`src/rtl/video_timing_pkg.sv`:
```
// Shared types and helpers for the raster timing generator.
// The optional border feature is enabled with VIDEO_TIMING_BORDER_EN.
package video_timing_pkg;

  localparam int CNT_W     = 12;
  localparam int MAX_TOTAL = 4096;

  typedef struct packed {
    logic de;
    logic hs;
    logic vs;
    logic frame_start;
  } timing_flags_t;

  function automatic int calc_total(input int active, input int fp, input int sync, input int bp);
    return active + fp + sync + bp;
  endfunction

  function automatic int min_int(input int a, input int b);
    return (a < b) ? a : b;
  endfunction

endpackage

```
`src/rtl/video_timing_axis.sv`:
```
// Single raster axis: position counter that wraps at TOTAL-1, plus active/sync
// decode of the value the counter takes on the next edge.
module video_timing_axis
  import video_timing_pkg::*;
#(
  parameter int ACTIVE = 320,
  parameter int FP     = 8,
  parameter int SYNC   = 32,
  parameter int BP     = 40
) (
  input  logic             clk,
  input  logic             rst_n,
  input  logic             clr,
  input  logic             step,
  output logic [CNT_W-1:0] cnt,
  output logic [CNT_W-1:0] cnt_nxt,
  output logic             wrap,
  output logic             act_nxt,
  output logic             sync_nxt
);

  localparam int CW1   = CNT_W + 1;
  localparam int TOTAL = calc_total(ACTIVE, FP, SYNC, BP);

  localparam logic [CNT_W-1:0] LAST     = CNT_W'(TOTAL - 1);
  localparam logic [CW1-1:0]   ACT_END  = CW1'(ACTIVE);
  localparam logic [CW1-1:0]   SYNC_BEG = CW1'(ACTIVE + FP);
  localparam logic [CW1-1:0]   SYNC_END = CW1'(ACTIVE + FP + SYNC);

  logic at_last;

  assign at_last = (cnt == LAST);

  // A clear parks the counter on the last position so the next step lands on 0.
  always_comb begin
    wrap    = 1'b0;
    cnt_nxt = cnt;
    if (clr) begin
      cnt_nxt = LAST;
    end else if (step) begin
      wrap    = at_last;
      cnt_nxt = at_last ? '0 : cnt + 1'b1;
    end
  end

  assign act_nxt  = ({1'b0, cnt_nxt} < ACT_END);
  assign sync_nxt = ({1'b0, cnt_nxt} >= SYNC_BEG) && ({1'b0, cnt_nxt} < SYNC_END);

  always_ff @(posedge clk or negedge rst_n) begin
    if (!rst_n) cnt <= LAST;
    else        cnt <= cnt_nxt;
  end

endmodule

```
`src/rtl/video_timing_gen.sv`:
```
// Programmable raster timing generator with pixel divider and one-pixel fetch lookahead.
// Define VIDEO_TIMING_BORDER_EN to add the BORDER input and IN_BORDER output.
module video_timing_gen
  import video_timing_pkg::*;
#(
  parameter int H_ACTIVE = 320,
  parameter int H_FP     = 8,
  parameter int H_SYNC   = 32,
  parameter int H_BP     = 40,
  parameter int V_ACTIVE = 240,
  parameter int V_FP     = 3,
  parameter int V_SYNC   = 4,
  parameter int V_BP     = 15,
  parameter int CE_DIV   = 4
) (
  input  logic             CLK_VIDEO,
  input  logic             RESET_N,
  input  logic             ENABLE,
`ifdef VIDEO_TIMING_BORDER_EN
  input  logic [3:0]       BORDER,
  output logic             IN_BORDER,
`endif
  output logic             CE_PIXEL,
  output logic             VGA_HS,
  output logic             VGA_VS,
  output logic             VGA_DE,
  output logic             FRAME_START,
  output logic [CNT_W-1:0] HCOUNT,
  output logic [CNT_W-1:0] VCOUNT,
  output logic             FETCH_VALID,
  output logic [CNT_W-1:0] PIX_X,
  output logic [CNT_W-1:0] PIX_Y
);

  localparam int CW1     = CNT_W + 1;
  localparam int H_TOTAL = calc_total(H_ACTIVE, H_FP, H_SYNC, H_BP);
  localparam int V_TOTAL = calc_total(V_ACTIVE, V_FP, V_SYNC, V_BP);

  localparam logic [CNT_W-1:0] H_LAST   = CNT_W'(H_TOTAL - 1);
  localparam logic [CNT_W-1:0] V_LAST   = CNT_W'(V_TOTAL - 1);
  localparam logic [CW1-1:0]   H_ACT_E  = CW1'(H_ACTIVE);
  localparam logic [CW1-1:0]   V_ACT_E  = CW1'(V_ACTIVE);
  localparam logic [3:0]       DIV_LAST = 4'(CE_DIV - 1);

  if (H_TOTAL > MAX_TOTAL || V_TOTAL > MAX_TOTAL) begin : g_total_chk
    $error("video_timing_gen: H_TOTAL/V_TOTAL exceed counter range");
  end
  if (CE_DIV < 1 || CE_DIV > 16) begin : g_div_chk
    $error("video_timing_gen: CE_DIV must be 1..16");
  end

  logic [3:0]       div;
  logic             tick;
  logic             ce_q;
  logic [CNT_W-1:0] h_cnt, h_nxt, v_cnt, v_nxt;
  logic             h_wrap, v_wrap, h_act, v_act, h_sync, v_sync;
  logic             de_nxt;
  timing_flags_t    flags_nxt, flags_q;
  logic [CNT_W-1:0] px_nxt, py_nxt, px_q, py_q;
  logic             fv_nxt, fv_q;
  logic             h_succ_wrap;

  assign tick = (div == DIV_LAST);

  video_timing_axis #(
    .ACTIVE (H_ACTIVE), .FP (H_FP), .SYNC (H_SYNC), .BP (H_BP)
  ) u_h_axis (
    .clk      (CLK_VIDEO),
    .rst_n    (RESET_N),
    .clr      (!ENABLE),
    .step     (ENABLE && tick),
    .cnt      (h_cnt),
    .cnt_nxt  (h_nxt),
    .wrap     (h_wrap),
    .act_nxt  (h_act),
    .sync_nxt (h_sync)
  );

  video_timing_axis #(
    .ACTIVE (V_ACTIVE), .FP (V_FP), .SYNC (V_SYNC), .BP (V_BP)
  ) u_v_axis (
    .clk      (CLK_VIDEO),
    .rst_n    (RESET_N),
    .clr      (!ENABLE),
    .step     (h_wrap),
    .cnt      (v_cnt),
    .cnt_nxt  (v_nxt),
    .wrap     (v_wrap),
    .act_nxt  (v_act),
    .sync_nxt (v_sync)
  );

`ifdef VIDEO_TIMING_BORDER_EN
  localparam int B_LIM = min_int(min_int(min_int(H_FP, H_BP), min_int(V_FP, V_BP)), 15);
  localparam logic [CW1-1:0] H_TOT_E = CW1'(H_TOTAL);
  localparam logic [CW1-1:0] V_TOT_E = CW1'(V_TOTAL);

  logic [3:0] border_q, border_new, border_eff;
  logic       h_win, v_win, in_border_q;

  // The frame-start pixel already uses the freshly sampled width.
  assign border_new = (BORDER > 4'(B_LIM)) ? 4'(B_LIM) : BORDER;
  assign border_eff = v_wrap ? border_new : border_q;
  assign h_win  = ({1'b0, h_nxt} < H_ACT_E + CW1'(border_eff)) ||
                  ({1'b0, h_nxt} + CW1'(border_eff) >= H_TOT_E);
  assign v_win  = ({1'b0, v_nxt} < V_ACT_E + CW1'(border_eff)) ||
                  ({1'b0, v_nxt} + CW1'(border_eff) >= V_TOT_E);
  assign de_nxt = h_win && v_win;

  always_ff @(posedge CLK_VIDEO or negedge RESET_N) begin
    if (!RESET_N) begin
      border_q    <= '0;
      in_border_q <= 1'b0;
    end else if (!ENABLE) begin
      border_q    <= '0;
      in_border_q <= 1'b0;
    end else if (tick) begin
      if (v_wrap) border_q <= border_new;
      in_border_q <= de_nxt && !(h_act && v_act);
    end
  end

  assign IN_BORDER = in_border_q;
`else
  assign de_nxt = h_act && v_act;
`endif

  always_comb begin
    flags_nxt.de          = de_nxt;
    flags_nxt.hs          = h_sync;
    flags_nxt.vs          = v_sync;
    flags_nxt.frame_start = v_wrap;
  end

  // Fetch address is the raster successor of the position being loaded.
  assign h_succ_wrap = (h_nxt == H_LAST);
  assign px_nxt = h_succ_wrap ? '0 : h_nxt + 1'b1;
  assign py_nxt = h_succ_wrap ? ((v_nxt == V_LAST) ? '0 : v_nxt + 1'b1) : v_nxt;
  assign fv_nxt = ({1'b0, px_nxt} < H_ACT_E) && ({1'b0, py_nxt} < V_ACT_E);

  always_ff @(posedge CLK_VIDEO or negedge RESET_N) begin
    if (!RESET_N) begin
      div     <= '0;
      ce_q    <= 1'b0;
      flags_q <= '0;
      px_q    <= '0;
      py_q    <= '0;
      fv_q    <= 1'b1;
    end else if (!ENABLE) begin
      div     <= '0;
      ce_q    <= 1'b0;
      flags_q <= '0;
      px_q    <= '0;
      py_q    <= '0;
      fv_q    <= 1'b1;
    end else begin
      div  <= tick ? 4'd0 : div + 4'd1;
      ce_q <= tick;
      if (tick) begin
        flags_q <= flags_nxt;
        px_q    <= px_nxt;
        py_q    <= py_nxt;
        fv_q    <= fv_nxt;
      end
    end
  end

  assign CE_PIXEL    = ce_q;
  assign VGA_DE      = flags_q.de;
  assign VGA_HS      = flags_q.hs;
  assign VGA_VS      = flags_q.vs;
  assign FRAME_START = flags_q.frame_start;
  assign HCOUNT      = h_cnt;
  assign VCOUNT      = v_cnt;
  assign FETCH_VALID = fv_q;
  assign PIX_X       = px_q;
  assign PIX_Y       = py_q;

endmodule

```
`config.mk`:
```
export PLATFORM = sky130hd
export DESIGN_NAME = video_timing_gen
export DESIGN_NICKNAME = d
export VERILOG_FILES = /design/src/rtl/video_timing_pkg.sv /design/src/rtl/video_timing_axis.sv /design/src/rtl/video_timing_gen.sv
export SDC_FILE = /design/constraint.sdc
export NUM_CORES = 1
export LEC_CHECK = 0
export ABC_AREA = 1
export ABC_CLOCK_PERIOD_IN_PS = 3000
export BUFFER_PORTS_ARGS = -buffer_cell sky130_fd_sc_hd__buf_4
export CORE_MARGIN = 3
export CORE_UTILIZATION = 58
export DETAILED_ROUTE_END_ITERATION = 8
export GPL_TIMING_DRIVEN = 0
export PLACE_DENSITY_LB_ADDON = 0.1
export SLEW_MARGIN = 40
export SYNTH_ARGS = -nofsm -noshare
export SYNTH_HDL_FRONTEND = slang
export SYNTH_SLANG_ARGS = --single-unit
```
`constraint.sdc`:
```
create_clock -name CLK_VIDEO -period 3 [get_ports CLK_VIDEO]
set_input_delay 0.15 -clock CLK_VIDEO [delete_from_list [all_inputs] [get_ports CLK_VIDEO]]
set_output_delay 0.15 -clock CLK_VIDEO [all_outputs]
set_load 0.1 [all_outputs]
```
==> summary.txt <==
Pwr
  • Combinational share of power: 41.4%
  • Sequential power share: 30.8%
  • Largest vdd supply drop: 0.000611 V
  • Internal power component: 1700 uW
  • Ratio of total power to cell area: 583 nW/um^2
  • Static leakage power: 0.00274 uW
  • Total net switching power: about 1200 uW
  • Fraction of power spent switching nets: 41.7%
  • Clock Power Share: 27.8%

Synthesis
  • Largest area contributor in the synthesized netlist: sky130_fd_sc_hd__dfrtp_1
  • Number of enable-type register cells in the synthesized netlist: 0
  • Yosys top cell area share: approximately 30%
  • Register area share after synthesis: 36.5%
  • Flops & latches, synth: 58
  • Synth Warn #: 0
  • Dominant register cell in the synthesized netlist: sky130_fd_sc_hd__dfrtp_1
  • Post-synthesis instance area: 4010 um^2
  • Syn Nets: 578
  • Async set or reset register ratio after synthesis: 100%
  • Most instantiated library cell after synthesis: sky130_fd_sc_hd__nand2_1
  • Synth cell types: 35
  • Avg Cell Area, Syn: 7.03 um^2
  • Main area contributors after synthesis: sky130_fd_sc_hd__dfrtp_1 (30%), sky130_fd_sc_hd__nand2_1 (18%), sky130_fd_sc_hd__nand3_1 (7.4%), sky130_fd_sc_hd__dfstp_2 (6.6%), sky130_fd_sc_hd__inv_1 (5.8%)
  • Cell count after synthesis: between 500 and 600
  • Most common library cells after synthesis: sky130_fd_sc_hd__nand2_1 (188), sky130_fd_sc_hd__inv_1 (62), sky130_fd_sc_hd__nand3_1 (59)

Cells and area
  • Multi-input gate area in the final layout: 2300 um^2
  • Fillcell total: roughly 520
  • Register cell area after layout: between 1000 and 1500 um^2
  • Layout cells sized above 1: 26.9%
  • Number of antenna cells inserted: 0
  • Final core utilization: 76.7%
  • Nets: roughly 660
  • Synth-to-Final Area Change: 24.9%

Global routing
  • Most used routing layer in global routing: met2
  • Met1 usage in global routing: 45.4%
  • Antenna violations before repair: 0
  • Aggregate global routing overflow: 0
  • First-pass GRT wire length: 19.0 mm
  • Total routing usage reported by global routing: between 30% and 40%
  • Number of global-route vias before repair: a little under 4000
  • Maximum number of pins on one net before global-route repair: 59
  • M2 GR Usage: 46.8%
  • Grt met3 use: 4.98%

Drt
  • Initial DRC count: 344
  • Count of antenna-violating nets left after detailed routing: 0
  • Routed vias/inst: 5.77
  • Total Wirelength: approximately 12 mm
  • Residual DRC count: 0
  • Vias after detailed routing: roughly 4300
  • Drt pass-1 iters: 5
  • Routed len/inst: between 15 and 20 um

Worst setup path
  • Category of the worst setup path capture point: flip-flop
  • Arrival time worst endpoint: 3.15 ns
  • List of cells traversed by the critical path: ha_4, nand2_1, inv_2, nand2_2, nor2_1, nand3_1, buf_2, nand2_1, nand3_2, inv_2, nand2_2, nor3_4, nand2_2, o21ai_1, nand2_1, nor2_1, nand3_1, a21oi_2
  • Critical-path cell with the highest stage delay: sky130_fd_sc_hd__dfstp_4
  • Startpoint Class: flip-flop
  • Worst-path maximum fanout: 10
  • Class of the most critical setup path: flip-flop to flip-flop
  • Required time reported for the critical path endpoint: 3.27 ns
  • Delay of the slowest cell on the worst path: around 0.66 ns

Timing
  • Worst Tran Pin Value: between 0.7 and 0.8 ns
  • Final Hold Slack: 0.202 ns
  • Clock Skews: 0.0106 ns
  • Fmax: 347 MHz
  • Final worst-path cycle share: 96.2%
  • Hold violation count in the final report: 0
  • Total setup violations reported at the end of the flow: 0
  • Final Critical Period: approximately 2.9 ns
  • Slew HR: 50.4%
  • Pins Over Slew Limit: 0

Placed design
  • Weighted congestion reported at the end of routability-driven placement: between 0.9 and 1
  • Post-detail-place hpwl: 8.49 mm
  • Number of I/O port buffers: 55

CTS
  • Clock root buffer: sky130_fd_sc_hd__clkbuf_8
  • H-tree lvl count: 3
  • Deepest clock path buffer count: 2
  • Number of buffers inserted during clock tree synthesis: 9
  • Clock latency reported for the late side of the worst-skew pair: ~0.34 ns
  • Clock transition time at the flip-flop clock pins of the worst setup and hold paths: 0.07 ns
  • Number of clock sinks: 58
  • CTS tree: done

Floorplanning
  • Chip width: 89.1 um
  • Floorplan Core Area: about 6500 um^2
  • Starting density of the core: between 60% and 70%
  • I/O Pins: between 50 and 60
  • Chip height: a little under 90 um
  • Area enclosed by the die boundary: 7950 um^2
  • Row cnt: 29

Run status
  • Outcome: finished, final reports clean

Worst hold path
  • Worst hold path type: primary input to flip-flop

Job
  • Count of maximum capacitance violations: 0
-- cell usage in the layout, fill, tap and decap left out, drive strengths merged, types with 10 or more instances in the layout --
cell,count
nor2,72
o21ai,22
nand2,201
dfstp,10
dfrtp,48
buf,81
nand4,19
inv,70
nand3,71
clkbuf,17
-- final cells by class --
| class | instances | area share [%] |
|---|---|---|
| Buffer | 13 | 1.75 |
| Clock buffer | 11 | 2.82 |
| Clock inverter | 5 | 1.55 |
| Inverter | 71 | 5.32 |
| Multi-Input combinational cell | 428 | 46.0 |
| Sequential cell | 58 | 29.4 |
| Tap cell | 77 | 1.92 |
| Timing Repair Buffer | 75 | 11.2 |
-- layer usage --
layer	up-vias	wire length (um)
met2	236	5640
li1	2004	-
met4	0	218
met1	1994	5190
met5	-	0
met3	23	1100
-- power by group through the flow --
stage	logic (uW)	clock network, uW	registers, uW
2_1_floorplan	530	0	1180
3_3_place_gp	1010	0	902
3_5_place_dp	1020	0	905
4_1_cts	1060	819	892
5_1_grt	1300	856	905
6_report	1210	813	900
-- flip-flops by register name (all words and copies together) (netlist names) --
signal	flops
u_v_axis.cnt	12
VGA_DE	1
PIX_X	12
div	4
VGA_HS	1
CE_PIXEL	1
FRAME_START	1
VGA_VS	1
u_h_axis.cnt	12
PIX_Y	12
FETCH_VALID	1
-- kinds of logic after synthesis --
| logic type | after synthesis | synth area share (%) |
|---|---|---|
| simple gates | 371 | 44.5 |
| buf+inv | 84 | 8.61 |
| flops | 58 | 36.5 |
| compound gates | 44 | 7.02 |
| xor+xnor | 8 | 1.75 |
| fa+ha+maj | 5 | 1.56 |
-- path summary, 6_finish.rpt --
kind                       depth (start not counted)                   endpoint  slack, ns                       from
setup / recovery                                  18    FETCH_VALID$_DFFE_PN1P_       0.12  u_h_axis.cnt[0]$_DFF_PN1_
hold / removal                                     3           div[0]$_DFF_PN0_       0.20                     ENABLE
setup reg to reg                                  18    FETCH_VALID$_DFFE_PN1P_       0.12  u_h_axis.cnt[0]$_DFF_PN1_
hold reg to reg                                    1       PIX_Y[7]$_DFFE_PN0P_       0.49       PIX_Y[7]$_DFFE_PN0P_
max in group asynchronous                          2  u_h_axis.cnt[4]$_DFF_PN0_       2.08                    RESET_N
min in group asynchronous                          2           div[1]$_DFF_PN0_       0.40                    RESET_N
-- critical path: cells and delay by family (launching register included) --
family,cells,cell delay [ns]
simple gates,12,1.31
fa+ha+maj,1,0.16
flops,1,0.66
buf+inv,3,0.42
compound gates,2,0.26
-- what timing repair did --
| item | in CTS | in global routing |
|---|---|---|
| pin swaps | 1 | 9 |
| setup buffers | 1 | 17 |
| hold buffers | 1 | 0 |
| hold endpoints to repair | 48 | 0 |
| resized for setup | 8 | 21 |
| cloned | 0 | 1 |
| endpoints found under the setup margin | 7 | 12 |
-- per-stage QoR --
| step | area [um^2] | power [uW] | std cells | TNS, ns | setup slack [ns] |
|---|---|---|---|---|---|
| 6_report | 5010 | 2920 | 738 | 0 | 0.115 |
| 2_1_floorplan | 4020 | 1710 | 570 | 0 | 0.0628 |
| 5_1_grt | 5010 | 3060 | 738 | -0.195 | -0.120 |
| 4_1_cts | 4780 | 2770 | 720 | 0 | 0.00816 |
| 3_5_place_dp | 4530 | 1930 | 702 | -0.217 | -0.106 |
| 3_3_place_gp | 4530 | 1910 | 702 | -0.0717 | -0.0510 |
Note: power is estimated with default switching activity, not from simulation.
